## src/rtl/riscv_mmio_pkg.sv

```systemverilog
// Shared types and constants for the RISC-V MMIO channel controller.
package riscv_mmio_pkg;

  typedef enum logic [1:0] {
    IDLE = 2'd0,
    WAIT = 2'd1,
    DONE = 2'd2
  } mmio_state_e;

  // Register offsets inside one channel slot.
  localparam logic [2:0] TX_OFF = 3'd0;
  localparam logic [2:0] RX_OFF = 3'd4;

  // funct3 access-size codes that the window accepts.
  localparam logic [2:0] F3_SB = 3'b000;
  localparam logic [2:0] F3_LW = 3'b010;

  // Bytes occupied by each channel.
  localparam int unsigned CH_STRIDE = 8;

  // Width of a channel index; a single channel still needs one bit.
  function automatic int unsigned ch_idx_width(input int unsigned n);
    return (n > 1) ? $clog2(n) : 1;
  endfunction

endpackage

```

## src/rtl/riscv_mmio_addr_decode.sv

```systemverilog
// Combinational window decode: claims in-window accesses and classifies them.
module riscv_mmio_addr_decode
  import riscv_mmio_pkg::*;
#(
  parameter logic [31:0] BASE_ADDR = 32'h0000_0400,
  parameter int unsigned NUM_CH    = 2,
  parameter int unsigned CH_W      = 1
) (
  input  logic [31:0]     addr,
  input  logic            mem_valid,
  input  logic            mem_write,
  input  logic [2:0]      funct3,
  output logic            hit,
  output logic            legal,
  output logic [CH_W-1:0] ch,
  output logic            is_rx
);

  localparam logic [31:0] WIN_BYTES = 32'(CH_STRIDE * NUM_CH);

  logic [31:0] offset;
  logic [2:0]  reg_off;
  logic        in_win;
  logic        aligned;
  logic        is_tx;

  // Window compare, channel index and access legality (SB to TX, LW to RX only).
  always_comb begin
    offset  = addr - BASE_ADDR;
    // addr >= BASE_ADDR guarantees the subtraction did not wrap.
    in_win  = (addr >= BASE_ADDR) && (offset < WIN_BYTES);
    hit     = mem_valid && in_win;
    reg_off = {addr[2], 2'b00};
    aligned = (addr[1:0] == 2'b00);
    is_rx   = (reg_off == RX_OFF);
    is_tx   = (reg_off == TX_OFF);
    ch      = CH_W'(offset >> $clog2(CH_STRIDE));
    legal   = hit && aligned &&
              ((is_tx && mem_write && (funct3 == F3_SB)) ||
               (is_rx && !mem_write && (funct3 == F3_LW)));
  end

endmodule

```

## src/rtl/riscv_mmio_controller.sv

```systemverilog
// MMIO channel controller: stalls the core across a req/ack handshake with
// a per-access timeout, and returns load data through the write-back mux.
//
// state | meaning
// ------+-------------------------------------------------------------
// IDLE  | no transaction; a legal hit stalls and latches the request
// WAIT  | ch_req held; waiting on the selected channel's ack or timeout
// DONE  | stall released, load data/err presented, core commits
module riscv_mmio_controller
  import riscv_mmio_pkg::*;
#(
  parameter logic [31:0] BASE_ADDR = 32'h0000_0400,
  parameter int unsigned NUM_CH    = 2,
  parameter int unsigned TIMEOUT   = 255
) (
  input  logic                   clk,
  input  logic                   reset,
  input  logic                   mem_valid,
  input  logic                   mem_write,
  input  logic [2:0]             funct3,
  input  logic [31:0]            addr,
  input  logic [31:0]            wdata,
  output logic                   mmio_hit,
  output logic                   stall,
  output logic [31:0]            rdata,
  output logic                   rdata_valid,
  output logic                   err,
  output logic [NUM_CH-1:0]      ch_req,
  output logic                   ch_we,
  output logic [7:0]             ch_wdata,
  input  logic [NUM_CH-1:0]      ch_ack,
  input  logic [32*NUM_CH-1:0]   ch_rdata
);

  localparam int unsigned CH_W  = ch_idx_width(NUM_CH);
  localparam int unsigned CNT_W = $clog2(TIMEOUT);
  localparam logic [CNT_W-1:0] CNT_LAST = CNT_W'(TIMEOUT - 1);

  mmio_state_e       state_q, state_d;
  logic [CH_W-1:0]   ch_q, ch_d;
  logic              we_q, we_d;
  logic [7:0]        wdata_q, wdata_d;
  logic [NUM_CH-1:0] req_q, req_d;
  logic [CNT_W-1:0]  cnt_q, cnt_d;
  logic [31:0]       rdata_q, rdata_d;
  logic              to_q, to_d;

  logic              dec_hit;
  logic              dec_legal;
  logic [CH_W-1:0]   dec_ch;
  logic              dec_is_rx;

  logic              ack_sel;
  logic [31:0]       sel_rdata;
  logic              stall_c;
  logic              err_c;
  logic              rv_c;
  logic [31:0]       rdata_c;

  // Only the TX byte travels to the peripheral.
  logic              unused_wdata_hi;
  assign unused_wdata_hi = ^wdata[31:8];

  riscv_mmio_addr_decode #(
    .BASE_ADDR (BASE_ADDR),
    .NUM_CH    (NUM_CH),
    .CH_W      (CH_W)
  ) u_decode (
    .addr      (addr),
    .mem_valid (mem_valid),
    .mem_write (mem_write),
    .funct3    (funct3),
    .hit       (dec_hit),
    .legal     (dec_legal),
    .ch        (dec_ch),
    .is_rx     (dec_is_rx)
  );

  // Ack of the requested channel only; req_q is one-hot and zero outside WAIT.
  assign ack_sel = |(ch_ack & req_q);

  // Read-data mux for the latched channel.
  always_comb begin
    sel_rdata = '0;
    for (int c = 0; c < NUM_CH; c++) begin
      if (ch_q == CH_W'(c)) sel_rdata = ch_rdata[32*c +: 32];
    end
  end

  // Next-state and output logic for the handshake FSM.
  always_comb begin
    state_d = state_q;
    ch_d    = ch_q;
    we_d    = we_q;
    wdata_d = wdata_q;
    req_d   = req_q;
    cnt_d   = cnt_q;
    rdata_d = rdata_q;
    to_d    = to_q;
    stall_c = 1'b0;
    err_c   = 1'b0;
    rv_c    = 1'b0;
    rdata_c = '0;
    unique case (state_q)
      IDLE: begin
        if (dec_legal) begin
          stall_c = 1'b1;
          ch_d    = dec_ch;
          we_d    = ~dec_is_rx;
          wdata_d = wdata[7:0];
          req_d   = NUM_CH'(1) << dec_ch;
          cnt_d   = '0;
          rdata_d = '0;
          to_d    = 1'b0;
          state_d = WAIT;
        end else if (dec_hit) begin
          // Illegal in-window access: answered at once, no peripheral traffic.
          err_c = 1'b1;
          rv_c  = ~mem_write;
        end
      end
      WAIT: begin
        stall_c = 1'b1;
        if (ack_sel) begin
          // Ack beats a coincident timeout.
          if (!we_q) rdata_d = sel_rdata;
          req_d   = '0;
          state_d = DONE;
        end else if (cnt_q == CNT_LAST) begin
          rdata_d = '0;
          to_d    = 1'b1;
          req_d   = '0;
          state_d = DONE;
        end else begin
          cnt_d = cnt_q + 1'b1;
        end
      end
      DONE: begin
        // Always back to IDLE so the committing instruction cannot retrigger.
        rv_c    = ~we_q;
        rdata_c = we_q ? 32'd0 : rdata_q;
        err_c   = to_q;
        state_d = IDLE;
      end
      default: state_d = IDLE;
    endcase
  end

  // State, latched request and counter registers.
  always_ff @(posedge clk or posedge reset) begin
    if (reset) begin
      state_q <= IDLE;
      ch_q    <= '0;
      we_q    <= 1'b0;
      wdata_q <= '0;
      req_q   <= '0;
      cnt_q   <= '0;
      rdata_q <= '0;
      to_q    <= 1'b0;
    end else begin
      state_q <= state_d;
      ch_q    <= ch_d;
      we_q    <= we_d;
      wdata_q <= wdata_d;
      req_q   <= req_d;
      cnt_q   <= cnt_d;
      rdata_q <= rdata_d;
      to_q    <= to_d;
    end
  end

  // Combinational outputs are forced quiet while reset is held, so a reset
  // in the middle of a transaction releases the core immediately.
  assign mmio_hit    = dec_hit & ~reset;
  assign stall       = stall_c & ~reset;
  assign err         = err_c & ~reset;
  assign rdata_valid = rv_c & ~reset;
  assign rdata       = reset ? 32'd0 : rdata_c;
  assign ch_req      = req_q;
  assign ch_we       = (state_q == WAIT) & we_q;
  assign ch_wdata    = ((state_q == WAIT) && we_q) ? wdata_q : 8'd0;

endmodule
```

## config.mk

```make
export PLATFORM = sky130hd
export DESIGN_NAME = riscv_mmio_controller
export DESIGN_NICKNAME = d
export VERILOG_FILES = /design/src/rtl/riscv_mmio_pkg.sv /design/src/rtl/riscv_mmio_addr_decode.sv /design/src/rtl/riscv_mmio_controller.sv
export SDC_FILE = /design/constraint.sdc
export NUM_CORES = 1
export LEC_CHECK = 0
export ABC_AREA = 0
export CAP_MARGIN = 10
export CORE_ASPECT_RATIO = 2
export CORE_MARGIN = 2
export CORE_UTILIZATION = 41
export DETAILED_ROUTE_END_ITERATION = 8
export GPL_ROUTABILITY_DRIVEN = 0
export PLACE_DENSITY = 0.86
export SYNTH_ARGS = -nofsm -noshare
export SYNTH_HDL_FRONTEND = slang
export SYNTH_SLANG_ARGS = --single-unit
```

## constraint.sdc

```tcl
create_clock -name clk -period 5.4 [get_ports clk]
set_input_delay 0.81 -clock clk [delete_from_list [all_inputs] [get_ports clk]]
set_output_delay 0.81 -clock clk [all_outputs]
set_load 0.05 [all_outputs]
```

==> impl_metrics.py <==
metrics = {
    "status": {
        "status": "finished, final reports clean",
    },
    "grt": {
        "grt_antenna_before_repair": 0,
        "grt_max_degree": 56,
        "grt_pass1_vias": 2957,
        "grt_overflow": 0,
        "grtUsageTotal_pct": 22.4,
        "grt_pass1_wl_mm": 14.4,
    },
    "cts": {
        "hold_buffers": 0,
        "clock_latency_ps": 290,
        "tritoncts": "built",
        "cts_buffers": 5,
        "cts.htree.levels": 2,
        "cts_resized": 0,
        "clock_sink_count": 55,
        "cts_buffer_depth": 2,
        "post_cts.repair.setup_buffers": 0,
        "path_clk_slew_ps": 60,
        "root_buffer": "clkbuf_16",
    },
    "route": {
        "met2WireLength_mm": 5.25,
        "drtAntennaViolNets": 0,
        "first_pass_iters": 4,
        "wl_met1_mm": 3.22,
        "wl_per_cell_um": 17.2,
        "drtIter0Drc": 88,
        "top_layer": "met4",
        "met3_length_um": 448,
        "remaining_drc_errors": 0,
        "wirelength_mm": 9.13,
        "vias_per_cell": 5.37,
        "vias": 2850,
    },
    "critical_path": {
        "cp-end-kind": "output port",
        "cp_max_fo": 6,
        "crit_slowest_cell": "clkdlybuf4s50_1",
        "critical_path_buf_inv_count": 2,
        "cp_top_family": "simple AND/OR/NAND/NOR gates",
        "cpPeakStageDelay_ps": 870,
        "crit_chain": "clkdlybuf4s50_1 -> or4_4 -> o21ai_0 -> nor4b_2 -> nand4b_1 -> a211oi_1 -> clkdlybuf4s50_1",
        "setup.worst_path.start": "addr[11]",
        "crit_top_cell": "clkdlybuf4s50_1",
        "reg2reg_from": "ch_req[0]$_DFFE_PP0P_",
        "setup.worst_path.class": "in -> out",
        "cp.required_ps": 4590,
        "critPathLaunchType": "input pin",
        "worst_ep_arrival_time_ps": 4020,
    },
    "pwr": {
        "intPower_mw": 0.677,
        "switchingPower_mw": 0.172,
        "power.density_nw_per_um2": 173,
        "ir_drop_mv": 0.258,
        "pwr-share-clk_pct": 38.4,
        "finalPower_mw": 0.849,
        "switching_share_pct": 20.3,
        "p_comb_share_pct": 13.1,
        "power_frac_seq_pct": 48.5,
        "p_leak_nw": 1.97,
    },
    "floorplan": {
        "die_h_um": 127,
        "dieArea_um2": 8300,
        "rows": 44,
        "io_pins": 184,
        "die_w_um": 65.4,
        "coreArea_um2": 7270,
        "initial_core_util_pct": 42.6,
    },
    "layout": {
        "drive_gt1_share_pct": 5.92,
        "area_growth_pct": 58.2,
        "final_util_pct": 67.4,
        "insertedDiodeCount": 0,
        "final_nets": 577,
    },
    "timing": {
        "hold_violations": 0,
        "fmax_ghz": 0.207,
        "fin_crit_sh_pct": 89.5,
        "rsz0062_at_grt": "false",
        "setup_viol": 0,
        "drv_slew": 0,
        "worst_pin_slew_ps": 1120,
        "skew_ps": 6.05,
        "fin_crit_ps": 4830,
        "max_slew_margin_pct": 25.2,
        "setup-tns-final_ps": 0,
    },
    "min_path": {
        "min-delay-start": "rdata_q[25]$_DFFE_PP0P_",
        "hold_path.class": "reg -> reg",
    },
    "flow_run": {
        "maxCapViolCount": 0,
    },
    "synth": {
        "yosysUniqueCellTypes": 46,
        "ys_seq_area_share_pct": 44.5,
        "ys_warn_count": 0,
        "ys_ff_latch": 55,
        "async_reset_ff_share_pct": 100,
        "syn-num-nets": 426,
        "synth_edf_count": 0,
        "ys.flop_type": "dfrtp_1",
        "avgSynthCellArea_um2": 10.8,
        "synth_area_um2": 3090,
        "syn_inst": 287,
    },
    "placement": {
        "dp_hpwl_mm": 7.09,
        "io_buffers": 159,
    },
}
-- power by group through the flow --
| stage | logic [mW] | clock network (mW) | registers [mW] |
|---|---|---|---|
| 2_1_floorplan | 0.0195 | 0 | 0.420 |
| 3_3_place_gp | 0.108 | 0 | 0.420 |
| 3_5_place_dp | 0.111 | 0 | 0.420 |
| 4_1_cts | 0.112 | 0.333 | 0.412 |
| 5_1_grt | 0.118 | 0.351 | 0.411 |
| 6_report | 0.111 | 0.326 | 0.412 |
-- path summary, 6_finish.rpt --
path,endpoint,cells after the start,slack (ps)
worst max-delay path,err,7,570
worst min-delay path,rdata_q[25]$_DFFE_PP0P_,1,480
worst max register to register,rdata_q[6]$_DFFE_PP0P_,3,3200
worst min register to register,rdata_q[25]$_DFFE_PP0P_,1,480
max in group asynchronous,ch_q$_DFFE_PP0P_,3,3740
min in group asynchronous,state_q[0]$_DFFE_PP0P_,3,1160
-- worst register-to-register path, cell delays in order (launching register included) --
cell and delay [ps]:
dfrtp_1 410, a22oi_1 470, or3_1 940, o2bb2ai_1 220
-- cells by family after synthesis --
logic type | Yosys count | share of synthesized area, %
and+or+nand+nor | 105 | 20.7
DFF | 55 | 44.5
AOI/OAI and AO/OA | 50 | 13.4
muxes | 42 | 14.2
buffers and inverters | 24 | 3.80
xor gates and xnor gates | 9 | 2.55
adders and majority gates | 2 | 0.809
-- registers in the layout, indices dropped and copies added (netlist names) --
register  cells
we_q          1
wdata_q       8
ch_q          1
to_q          1
ch_req        2
rdata_q      32
state_q       2
cnt_q         8
-- per-layer routing --
metal | vias up | global-route usage (%)
met1 | 1374 | 22.9
met3 | 14 | 4.17
met5 | - | 0
met2 | 93 | 43.3
li1 | 1369 | -
met4 | 0 | 8.33
-- through the flow --
step                hold slack, ps  setup slack (ps)  instance area [um^2]  cells
floorplan                      448               903                  3090    287
global placement               463               709                  4740    523
detailed placement             466               663                  4740    523
CTS                            485               623                  4890    531
global route                   500               402                  4890    531
finish                         480               566                  4890    531
-- final cells by class --
type | instances | area (um^2)
Fill cell | 576 | 2370
Multi-Input combinational cell | 208 | 1610
Timing Repair Buffer | 162 | 1610
Sequential cell | 55 | 1380
Clock buffer | 7 | 143
Tap cell | 92 | 115
Inverter | 6 | 22.5
Clock inverter | 1 | 8.76
-- layout by cell type, fill, tap and decap left out, types with 6 or more instances in the layout --
cell type	n
and2_1	32
and3_1	11
clkdlybuf4s50_1	159
dfrtp_1	54
mux2_2	7
mux2i_1	33
nand2_1	9
nand3_1	6
nor2_1	10
o2bb2ai_1	34
xor2_1	6
-- cells in the mapped netlist, types with 3 or more instances --
library cell	instances	area, um^2
or3_1	3	18.8
clkbuf_1	13	48.8
nor2_1	10	37.5
buf_2	3	15.0
xnor2_1	3	26.3
xor2_1	6	52.6
and2_1	32	200
and3_1	11	68.8
inv_1	6	22.5
or4_1	3	22.5
dfrtp_1	55	1380
nor3_1	4	20.0
mux2_2	7	78.8
nor4b_1	5	43.8
o2bb2ai_1	34	298
nor4_1	5	31.3
mux2i_1	33	330
o21ai_0	3	15.0
nand4_1	5	31.3
nand2_1	9	33.8
nand3_1	6	30.0
Power figures use the tool's default switching activity.
